File: src/rtl/pipe_load_writeback.sv
// Load unit between execute and the register file: issues one or two word reads,
// aligns and extends the result, and writes it back or raises a fault pulse.
module pipe_load_writeback #(
  parameter int SPLIT_MISALIGNED = 1,
  parameter int TIMEOUT_CYCLES   = 255
) (
  input  logic        clk,
  input  logic        rst,
  input  logic        flush,
  input  logic        req_valid,
  output logic        req_ready,
  input  logic [2:0]  req_funct3,
  input  logic [4:0]  req_rd,
  input  logic [31:0] req_address,
  output logic        mem_valid,
  output logic [31:0] mem_address,
  input  logic        mem_ready,
  input  logic [31:0] mem_rdata,
  output logic        wb_enable,
  output logic [4:0]  wb_address,
  output logic [31:0] wb_data,
  output logic        fault_misaligned,
  output logic        fault_illegal,
  output logic        fault_timeout,
  output logic        busy
);

  typedef enum logic [1:0] {
    IDLE      = 2'd0,
    READ_LO   = 2'd1,
    READ_HI   = 2'd2,
    WRITEBACK = 2'd3
  } state_t;

  localparam int CW = (TIMEOUT_CYCLES > 1) ? $clog2(TIMEOUT_CYCLES) : 1;
  localparam logic [CW-1:0] TMAX = CW'(TIMEOUT_CYCLES - 1);

  state_t        r_state;
  logic [2:0]    r_funct3;
  logic [4:0]    r_rd;
  logic [31:0]   r_addr;
  logic [31:0]   r_lo;
  logic [31:0]   r_hi;
  logic [CW-1:0] r_cnt;
  logic          r_fault_mis;
  logic          r_fault_ill;
  logic          r_fault_to;

  logic          w_illegal;
  logic          w_mis_req;
  logic          w_span;
  logic          w_expire;
  logic [31:0]   w_lo_addr;
  logic [63:0]   w_shifted;
  logic [31:0]   w_result;

  function automatic logic misaligned(input logic [2:0] f3,
                                      input logic [1:0] a);
    logic m;
    m = 1'b0;
    if (f3[1:0] == 2'b01) m = (a == 2'b11);
    if (f3[1:0] == 2'b10) m = (a != 2'b00);
    return m;
  endfunction

  assign w_illegal = (req_funct3[1:0] == 2'b11) || (req_funct3 == 3'b110);
  assign w_mis_req = misaligned(req_funct3, req_address[1:0]);
  assign w_span    = misaligned(r_funct3, r_addr[1:0]);
  assign w_expire  = (TIMEOUT_CYCLES != 0) && (r_cnt == TMAX);
  assign w_lo_addr = {r_addr[31:2], 2'b00};

  // Byte lane select across the concatenated word pair, then extend.
  assign w_shifted = {r_hi, r_lo} >> {r_addr[1:0], 3'b000};

  always_comb begin
    w_result = w_shifted[31:0];
    unique case (1'b1)
      (r_funct3 == 3'b000): w_result = {{24{w_shifted[7]}}, w_shifted[7:0]};
      (r_funct3 == 3'b001): w_result = {{16{w_shifted[15]}}, w_shifted[15:0]};
      (r_funct3 == 3'b100): w_result = {24'd0, w_shifted[7:0]};
      (r_funct3 == 3'b101): w_result = {16'd0, w_shifted[15:0]};
      default:              w_result = w_shifted[31:0];
    endcase
  end

  always_ff @(posedge clk or negedge rst) begin
    if (!rst) begin
      r_state     <= IDLE;
      r_funct3    <= 3'd0;
      r_rd        <= 5'd0;
      r_addr      <= 32'd0;
      r_lo        <= 32'd0;
      r_hi        <= 32'd0;
      r_cnt       <= '0;
      r_fault_mis <= 1'b0;
      r_fault_ill <= 1'b0;
      r_fault_to  <= 1'b0;
    end else begin
      r_fault_mis <= 1'b0;
      r_fault_ill <= 1'b0;
      r_fault_to  <= 1'b0;
      if (flush) begin
        r_state <= IDLE;
        r_cnt   <= '0;
      end else begin
        unique case (r_state)
          IDLE: begin
            if (req_valid) begin
              r_funct3 <= req_funct3;
              r_rd     <= req_rd;
              r_addr   <= req_address;
              r_lo     <= 32'd0;
              r_hi     <= 32'd0;
              r_cnt    <= '0;
              if (w_illegal) begin
                r_fault_ill <= 1'b1;
              end else if (w_mis_req && SPLIT_MISALIGNED == 0) begin
                r_fault_mis <= 1'b1;
              end else begin
                r_state <= READ_LO;
              end
            end
          end
          READ_LO: begin
            if (mem_ready) begin
              r_lo    <= mem_rdata;
              r_cnt   <= '0;
              r_state <= w_span ? READ_HI : WRITEBACK;
            end else if (w_expire) begin
              r_fault_to <= 1'b1;
              r_cnt      <= '0;
              r_state    <= IDLE;
            end else begin
              r_cnt <= r_cnt + 1'b1;
            end
          end
          READ_HI: begin
            if (mem_ready) begin
              r_hi    <= mem_rdata;
              r_cnt   <= '0;
              r_state <= WRITEBACK;
            end else if (w_expire) begin
              r_fault_to <= 1'b1;
              r_cnt      <= '0;
              r_state    <= IDLE;
            end else begin
              r_cnt <= r_cnt + 1'b1;
            end
          end
          WRITEBACK: r_state <= IDLE;
        endcase
      end
    end
  end

  // The reset term keeps req_ready low while rst is held.
  assign req_ready = rst && (r_state == IDLE);
  assign busy      = (r_state != IDLE);
  assign mem_valid = (r_state == READ_LO) || (r_state == READ_HI);

  always_comb begin
    mem_address = 32'd0;
    if (r_state == READ_LO) mem_address = w_lo_addr;
    if (r_state == READ_HI) mem_address = w_lo_addr + 32'd4;
  end

  assign wb_enable  = (r_state == WRITEBACK) && (r_rd != 5'd0);
  assign wb_address = (r_state == WRITEBACK) ? r_rd : 5'd0;
  assign wb_data    = (r_state == WRITEBACK) ? w_result : 32'd0;

  assign fault_misaligned = r_fault_mis;
  assign fault_illegal    = r_fault_ill;
  assign fault_timeout    = r_fault_to;

endmodule

File: config.mk
export PLATFORM = sky130hd
export DESIGN_NAME = pipe_load_writeback
export DESIGN_NICKNAME = d
export VERILOG_FILES = /design/src/rtl/pipe_load_writeback.sv
export SDC_FILE = /design/constraint.sdc
export NUM_CORES = 1
export LEC_CHECK = 0
export BUFFER_PORTS_ARGS = -buffer_cell sky130_fd_sc_hd__buf_4
export CAP_MARGIN = 40
export CORE_UTILIZATION = 55
export DETAILED_ROUTE_END_ITERATION = 8
export GPL_TIMING_DRIVEN = 1
export PLACE_DENSITY = 0.8
export REMOVE_ABC_BUFFERS = 1
export SYNTH_ARGS = -nofsm -noshare
export SYNTH_HDL_FRONTEND = slang
export SYNTH_SLANG_ARGS = --single-unit
File: constraint.sdc
create_clock -name clk -period 2.66 [get_ports clk]
set_input_delay 0.133 -clock clk [delete_from_list [all_inputs] [get_ports clk]]
set_output_delay 0.133 -clock clk [all_outputs]
set_load 0.05 [all_outputs]
==> results.json, run 1 <==
{
  "worstPathMaxFanout": 16,
  "adder_cell_fraction_of_synth_area_pct": 1.36,
  "post_synth.cell_area_avg_sq_um": 10.0,
  "critical_path_arrival_ps": 2430,
  "detail_route.vias_per_cell": 5.92,
  "diode_count": 0,
  "finalHoldViolations": 0,
  "synth_xor_area_share_pct": 1.09,
  "endpoint_kind": "output pin",
  "min_delay_path_depth": 2,
  "rsz0062_at_grt": "yes",
  "mapped_cell_area_sq_um": 6440,
  "synth_enable_flop_cells": 0,
  "p_sw_share_pct": 35.1,
  "floorplan.die.height_microns": 110,
  "clock-sinks": 108,
  "fraction_of_final_layout_cells_with_drive_strength_greater_than_1_pct": 36.0,
  "drt_first_iter_violations": 374,
  "slew_headroom_pct": 53.6,
  "totalWireLength_mm": 16.3,
  "share_of_power_burned_in_the_clock_network_pct": 24.8,
  "gr-total-overflow": 0,
  "worstSetupStartpointType": "flip-flop",
  "yosysUniqueCellTypes": 52,
  "drc_violation_count_after_routing": 0,
  "placeableCoreArea_sq_um": 11400,
  "synth_compound_area_share_pct": 12.0,
  "clock_latency_ps": 350,
  "cts_buffers": 9,
  "path_class": "reg2out",
  "yosysWarnings": 0,
  "run_status": "complete, no violations",
  "hp-class": "in2reg",
  "rr_endpoint": "r_rd[2]",
  "layout.nets": 857,
  "maxSlewViolCount": 0,
  "ctsRootBufferMaster": "sky130_fd_sc_hd__clkbuf_16",
  "cts.reportedPaths.clkPinSlew_ps": 70,
  "worstRegToRegCells": 6,
  "gp_congestion": 0.848,
  "final_antenna_net_count": 0,
  "vdd.ir_drop.worst_uv": 427,
  "boundaryPins": 153,
  "number_of_synthesized_register_bits": 108,
  "hold-path-endpoint": "r_rd[0]",
  "route.detailed.wl_per_inst_microns": 17.8,
  "asyncSetResetFlopFracSynth_pct": 100,
  "worstReg2RegStart": "r_state[1]",
  "placement.io_buffers": 149,
  "initial_utilization_pct": 56.4,
  "dp_hpwl_mm": 11.4,
  "grt_pass1_vias": 5157,
  "p_comb_share_pct": 32.1,
  "finalHoldWorstSlack_ps": 6.44,
  "antenna_found_initial": 0,
  "internal_mw": 3.27,
  "pin_count_of_the_biggest_net_entering_global_routing": 49,
  "first_pass_iters": 5,
  "synth_seq_area_share_pct": 41.9,
  "synth_top_flop_cell": "sky130_fd_sc_hd__dfrtp_1",
  "synthCells": 643,
  "max_clock_freq_ghz": 0.391,
  "tritoncts": "yes",
  "seqPwrFrac_pct": 43.1,
  "finalSetupViolCount": 0,
  "max_cap_violations": 0,
  "synthToLayoutAreaGrowth_pct": 24.1,
  "required_ps": 2530,
  "synth_simple_gate_area_share_pct": 18.2,
  "cts.path.max_buffers": 2,
  "hold_start": "req_rd[0]",
  "die_x_microns": 110,
  "detailroute.via_count": 5449,
  "die_area_sq_um": 12200,
  "power_dissipated_by_switching_net_loads_mw": 1.77,
  "synth_top_family_by_area": "multiplexers",
  "synth.mux.area_fraction_pct": 20.5,
  "grt_use_total_pct": 27.3,
  "p_leak_nw": 3.59,
  "setup.reg_to_reg.worst_slack_ps": 440,
  "final.setup_skew_ps": 7.88,
  "period_share_pct": 96.3,
  "timing_worst_slew_pin_value_ps": 696,
  "powerDensity_nw_per_um2": 631,
  "global_route_wire_length_before_repair_mm": 25.3,
  "number_of_rows_in_the_core_area": 39,
  "cts_max_level": 3,
  "period_needed_ps": 2560,
  "total_power_mw": 5.04
}
## stage by stage
step | instances | cell area [sq um] | setup slack [ps] | setup TNS (ps) | utilization, %
after floorplan | 592 | 6190 | -1110 | -21270 | -
after global placement | 897 | 7580 | 443 | 0 | 66.4
after detailed placement | 899 | 7630 | 227 | 0 | 66.8
after CTS | 915 | 7920 | 10.5 | 0 | 69.4
after global routing | 920 | 8000 | -15.7 | -15.7 | 70.0
final | 920 | 8000 | 99.7 | 0 | 70.0
## power by group through the flow
stage	clock network (mW)	logic, mW	registers [mW]
after detailed placement	0	1.60	2.20
after floorplan	0	1.03	2.20
after global placement	0	1.53	2.17
after global routing	1.34	1.74	2.22
final	1.25	1.62	2.18
after CTS	1.26	1.61	2.17
## area by class of cell
cell class	count	area, sq um
multi-input cells	472	3490
clock inverters	2	10.0
inverters	12	45.0
flip-flops and latches	108	2700
well taps	143	179
repair buffers	170	1310
clock buffers	13	260
fillers	858	3420
## timing repair
action                     CTS  global route
hold endpoints to repair    40             0
hold buffers                 1             0
setup endpoints to repair    1            25
gates resized for setup      2            10
buffers inserted             0             5
pin swaps                    0             3
## worst max-delay path by stage
| stage | end | slack [ps] | startpoint | cells after the start |
|---|---|---|---|---|
| global placement | mem_address[22] | 440 | r_state[0] | 7 |
| floorplan | mem_address[22] | -1110 | r_state[0] | 5 |
| global route | mem_address[22] | -20 | r_state[0] | 7 |
| detailed placement | mem_address[23] | 230 | r_state[0] | 7 |
| CTS | mem_address[28] | 10 | r_state[0] | 7 |
| finish | wb_data[18] | 100 | r_addr[1] | 5 |
## cell families (layout without fill, tap and decap cells)
kind of cell / Yosys count / in the layout
other cells: 1 / 3
simple gates: 248 / 248
mux: 86 / 86
xor+xnor: 8 / 8
compound gates: 120 / 120
fa+ha+maj: 7 / 7
flops: 108 / 108
buf+inv: 65 / 197
## cell usage in the layout (no fill, tap or decap), drive strengths merged, types with 3 or more instances in the layout
| cell type | instances |
|---|---|
| o41ai | 6 |
| and4 | 5 |
| a21boi | 8 |
| mux2 | 43 |
| dfrtp | 108 |
| and2 | 17 |
| o21ai | 64 |
| o211ai | 12 |
| conb | 3 |
| xor2 | 6 |
| o31ai | 8 |
| clkbuf | 13 |
| buf | 169 |
| ha | 7 |
| nand2 | 157 |
| nand3 | 28 |
| nand4 | 6 |
| a22o | 5 |
| or2 | 3 |
| o311ai | 8 |
| mux4 | 32 |
| inv | 12 |
| and3 | 5 |
| nor3 | 3 |
| mux2i | 11 |
| nor2 | 14 |
## state kept, by name, summed over array words and instances, names as in the netlist
name / count
r_funct3: 3
fault_timeout: 1
r_cnt: 8
r_lo: 32
r_rd: 5
r_state: 2
fault_illegal: 1
r_hi: 24
r_addr: 32
## Yosys cell counts (2+ instances only)
| cell | number | area (sq um) |
|---|---|---|
| sky130_fd_sc_hd__nand2_1 | 147 | 552 |
| sky130_fd_sc_hd__dfrtp_1 | 108 | 2700 |
| sky130_fd_sc_hd__o21ai_0 | 60 | 300 |
| sky130_fd_sc_hd__mux2_2 | 40 | 450 |
| sky130_fd_sc_hd__mux4_2 | 32 | 721 |
| sky130_fd_sc_hd__clkbuf_1 | 29 | 109 |
| sky130_fd_sc_hd__nand3_1 | 27 | 135 |
| sky130_fd_sc_hd__and2_1 | 17 | 106 |
| sky130_fd_sc_hd__buf_2 | 16 | 80.1 |
| sky130_fd_sc_hd__nor2_1 | 14 | 52.6 |
| sky130_fd_sc_hd__inv_1 | 12 | 45.0 |
| sky130_fd_sc_hd__o211ai_1 | 12 | 90.1 |
| sky130_fd_sc_hd__mux2i_1 | 11 | 110 |
| sky130_fd_sc_hd__nand2_2 | 10 | 62.6 |
| sky130_fd_sc_hd__a21boi_0 | 8 | 60.1 |
| sky130_fd_sc_hd__o311ai_0 | 8 | 70.1 |
| sky130_fd_sc_hd__o31ai_1 | 8 | 60.1 |
| sky130_fd_sc_hd__ha_1 | 7 | 87.6 |
| sky130_fd_sc_hd__buf_4 | 6 | 45.0 |
| sky130_fd_sc_hd__o41ai_1 | 6 | 52.6 |
| sky130_fd_sc_hd__xor2_1 | 6 | 52.6 |
| sky130_fd_sc_hd__a22o_1 | 5 | 43.8 |
| sky130_fd_sc_hd__and3_1 | 5 | 31.3 |
| sky130_fd_sc_hd__and4_1 | 5 | 43.8 |
| sky130_fd_sc_hd__nand4_1 | 4 | 25.0 |
| sky130_fd_sc_hd__o21ai_1 | 4 | 20.0 |
| sky130_fd_sc_hd__nor3_1 | 3 | 15.0 |
| sky130_fd_sc_hd__or2_2 | 3 | 18.8 |
| sky130_fd_sc_hd__mux2_1 | 2 | 22.5 |
| sky130_fd_sc_hd__nand4_4 | 2 | 42.5 |
| sky130_fd_sc_hd__nor2b_1 | 2 | 12.5 |
| sky130_fd_sc_hd__nor4_1 | 2 | 12.5 |
| sky130_fd_sc_hd__o2111ai_1 | 2 | 17.5 |
| sky130_fd_sc_hd__xnor2_1 | 2 | 17.5 |
## critical path, stage by stage, from the launching register on
cell and delay (ps):
sky130_fd_sc_hd__dfrtp_1 580, sky130_fd_sc_hd__mux4_2 590, sky130_fd_sc_hd__mux2_4 310, sky130_fd_sc_hd__nand3_4 250, sky130_fd_sc_hd__nand2_1 140, sky130_fd_sc_hd__buf_4 210
## layer usage
metal | track usage (%) | wire length [microns]
met1 | 36.0 | 6870
met5 | 0 | 0
met3 | 3.76 | 945
met2 | 45.8 | 8200
met4 | 10.4 | 321
Power figures use the tool's default switching activity.
==> inputs of run 2 (changes only) <==
--- a/config.mk
+++ b/config.mk
@@ -10,6 +10,8 @@
 export CORE_UTILIZATION = 55
 export DETAILED_ROUTE_END_ITERATION = 8
 export GPL_TIMING_DRIVEN = 1
+export HOLD_SLACK_MARGIN = 0.15
+export MAX_ROUTING_LAYER = met4
 export PLACE_DENSITY = 0.8
 export REMOVE_ABC_BUFFERS = 1
 export SYNTH_ARGS = -nofsm -noshare
==> run 2 against run 1 <==
Net effect: setup slack got worse by 4.5 ps; final area increased by 10%; sequential power barely moved; sequential share of layout area is 3.1 points lower; utilization up 7.1 points; count of clock-buffer cells in the layout unchanged; non-clock buffer count increased by 76; first-iteration DRC count grew 18%; clock skew decreased by 3.6 ps; die area unchanged; via count is 9.7% higher; critical path type unchanged; largest cell class unchanged.
==> results.json, run 2 (synthesis results as in run 1) <==
{
  "run_status": "complete, no violations",
  "ctsRootBufferMaster": "sky130_fd_sc_hd__clkbuf_16",
  "setup.reg_to_reg.worst_slack_ps": 260,
  "detailroute.via_count": 5980,
  "pin_count_of_the_biggest_net_entering_global_routing": 49,
  "finalHoldViolations": 0,
  "worst-path-buf-inv": 3,
  "required_ps": 2530,
  "number_of_rows_in_the_core_area": 39,
  "cts.reportedPaths.clkPinSlew_ps": 70,
  "finalSetupViolCount": 0,
  "layout_common_cells": "166 x sky130_fd_sc_hd__buf_4, 147 x sky130_fd_sc_hd__nand2_1, 106 x sky130_fd_sc_hd__dfrtp_1",
  "total_power_mw": 5.21,
  "gp_congestion": 0.861,
  "utilization_pct": 77.1,
  "crit_path_start": "r_state[0]",
  "totalWireLength_mm": 18.9,
  "power_dissipated_by_switching_net_loads_mw": 1.85,
  "share_of_power_burned_in_the_clock_network_pct": 24.0,
  "first_pass_iters": 5,
  "p_sw_share_pct": 35.6,
  "fin_area_sq_um": 8810,
  "worstReg2RegStart": "r_addr[1]",
  "seqPwrFrac_pct": 42.2,
  "cp_top_family": "buffers and inverters",
  "max_cap_violations": 0,
  "floorplan.die.height_microns": 110,
  "rr_endpoint": "r_state[0]",
  "grt_pass1_vias": 5933,
  "detailedPlace.worstSlack_ps": 227,
  "dp_hpwl_mm": 11.4,
  "final_antenna_net_count": 0,
  "period_needed_ps": 2560,
  "max_clock_freq_ghz": 0.390,
  "critical_path_arrival_ps": 2430,
  "gr-total-overflow": 0,
  "placeableCoreArea_sq_um": 11400,
  "timing.critical_path.cells": "inv_1 -> ha_1 -> and4_4 -> nand4_4 -> buf_12 -> o41ai_1 -> buf_4",
  "diode_count": 0,
  "placement.io_buffers": 149,
  "layout_commonest_cell": "sky130_fd_sc_hd__buf_4",
  "maxSlewViolCount": 0,
  "timing_worst_slew_pin_value_ps": 707,
  "critPathMaxStageDelay_ps": 460,
  "internal_mw": 3.35,
  "drt_first_iter_violations": 443,
  "global_route_wire_length_before_repair_mm": 28.5,
  "critPathSlowestCell": "sky130_fd_sc_hd__o41ai_1",
  "clock-sinks": 108,
  "p_comb_share_pct": 33.8,
  "tritoncts": "yes",
  "layout.nets": 934,
  "antenna_found_initial": 0,
  "detail_route.vias_per_cell": 6.00,
  "synthToLayoutAreaGrowth_pct": 36.7,
  "clock_latency_ps": 340,
  "cts_max_level": 3,
  "route.detailed.wl_per_inst_microns": 19.0,
  "die_area_sq_um": 12200,
  "boundaryPins": 153,
  "period_share_pct": 96.4,
  "p_leak_nw": 3.94,
  "worstRegToRegCells": 6,
  "worstPathMaxFanout": 8,
  "timing.critical_path.depth": 7,
  "fraction_of_final_layout_cells_with_drive_strength_greater_than_1_pct": 33.4,
  "final.setup_skew_ps": 4.26,
  "placed_cell_area_sq_um": 7630,
  "biggestRegsByFlops": "r_addr (32), r_lo (32), r_hi (24)",
  "vdd.ir_drop.worst_uv": 429,
  "cts.path.max_buffers": 2,
  "drc_violation_count_after_routing": 0,
  "powerDensity_nw_per_um2": 591,
  "setup-tns-final_ps": 0,
  "path_class": "reg2out",
  "worst_setup_path_endpoint": "mem_address[26]",
  "worstSetupStartpointType": "flip-flop",
  "die_x_microns": 110,
  "initial_utilization_pct": 56.4,
  "grt_use_total_pct": 31.5,
  "post_layout_worst_setup_margin_ps": 95.2,
  "cts_buffers": 9,
  "slew_headroom_pct": 52.9,
  "endpoint_kind": "output pin",
  "hp-class": "in2reg"
}
==> run 2: cell types whose count changed in the layout (fill, tap and decap cells not counted), sizes merged <==
cell and change:
buf +1, dlygate4sd3 +75, or2 +1
==> run 2: stage by stage <==
stage / cells / hold WS (ps)
6_report: 997 / 278
5_1_grt: 997 / 298
4_1_cts: 990 / 273
3_5_place_dp: 899 / 160
3_3_place_gp: 897 / 148
2_1_floorplan: 592 / -163
==> run 2: layout make-up <==
cell class / count / area [sq um]
Clock inverter: 2 / 10.0
Tap cell: 143 / 179
Fill cell: 727 / 2610
Inverter: 12 / 45.0
Sequential cell: 108 / 2710
Multi-Input combinational cell: 473 / 3510
Timing Repair Buffer: 246 / 2090
Clock buffer: 13 / 260
==> run 2: power by group through the flow <==
stage	logic (mW)	clock network (mW)	registers (mW)
global placement	1.53	0	2.17
finish	1.76	1.25	2.20
CTS	1.70	1.26	2.17
global route	1.89	1.34	2.23
detailed placement	1.60	0	2.20
floorplan	1.03	0	2.20
==> run 2: worst reg2reg max path: stages, from the launching register on <==
cell and delay, ps:
sky130_fd_sc_hd__dfrtp_2 480, sky130_fd_sc_hd__buf_4 330, sky130_fd_sc_hd__nor2_1 90, sky130_fd_sc_hd__o311a_1 330
sky130_fd_sc_hd__o311ai_0 320, sky130_fd_sc_hd__a31oi_1 140, sky130_fd_sc_hd__dlygate4sd3_1 580
==> run 2: metal layers <==
| layer | GRT usage [%] | share of wire, % | vias up |
|---|---|---|---|
| met5 | - | 0 | - |
| met1 | 37.7 | 39 | 2937 |
| met3 | 4.29 | 6.2 | 62 |
| met2 | 53.5 | 51 | 268 |
| li1 | - | - | 2713 |
| met4 | 13.8 | 3.7 | 0 |
==> run 2: how the worst min path moves through the flow <==
stage | startpoint | to | slack [ps] | cells past startpoint
3_3_place_gp | rst | r_addr[20] | 150 | 1
3_5_place_dp | rst | r_addr[19] | 160 | 1
6_report | req_valid | r_state[1] | 280 | 4
4_1_cts | req_valid | r_state[1] | 270 | 4
5_1_grt | req_valid | r_state[1] | 300 | 4
2_1_floorplan | rst | fault_illegal | -160 | 0
==> run 2: what timing repair did <==
item / CTS / global route
setup endpoints to repair: 1 / 26
hold buffers: 76 / 0
endpoints found under the hold margin: 139 / 0
setup buffers: 0 / 6
pin swaps: 0 / 4
gates resized for setup: 2 / 17
gates cloned: 0 / 1
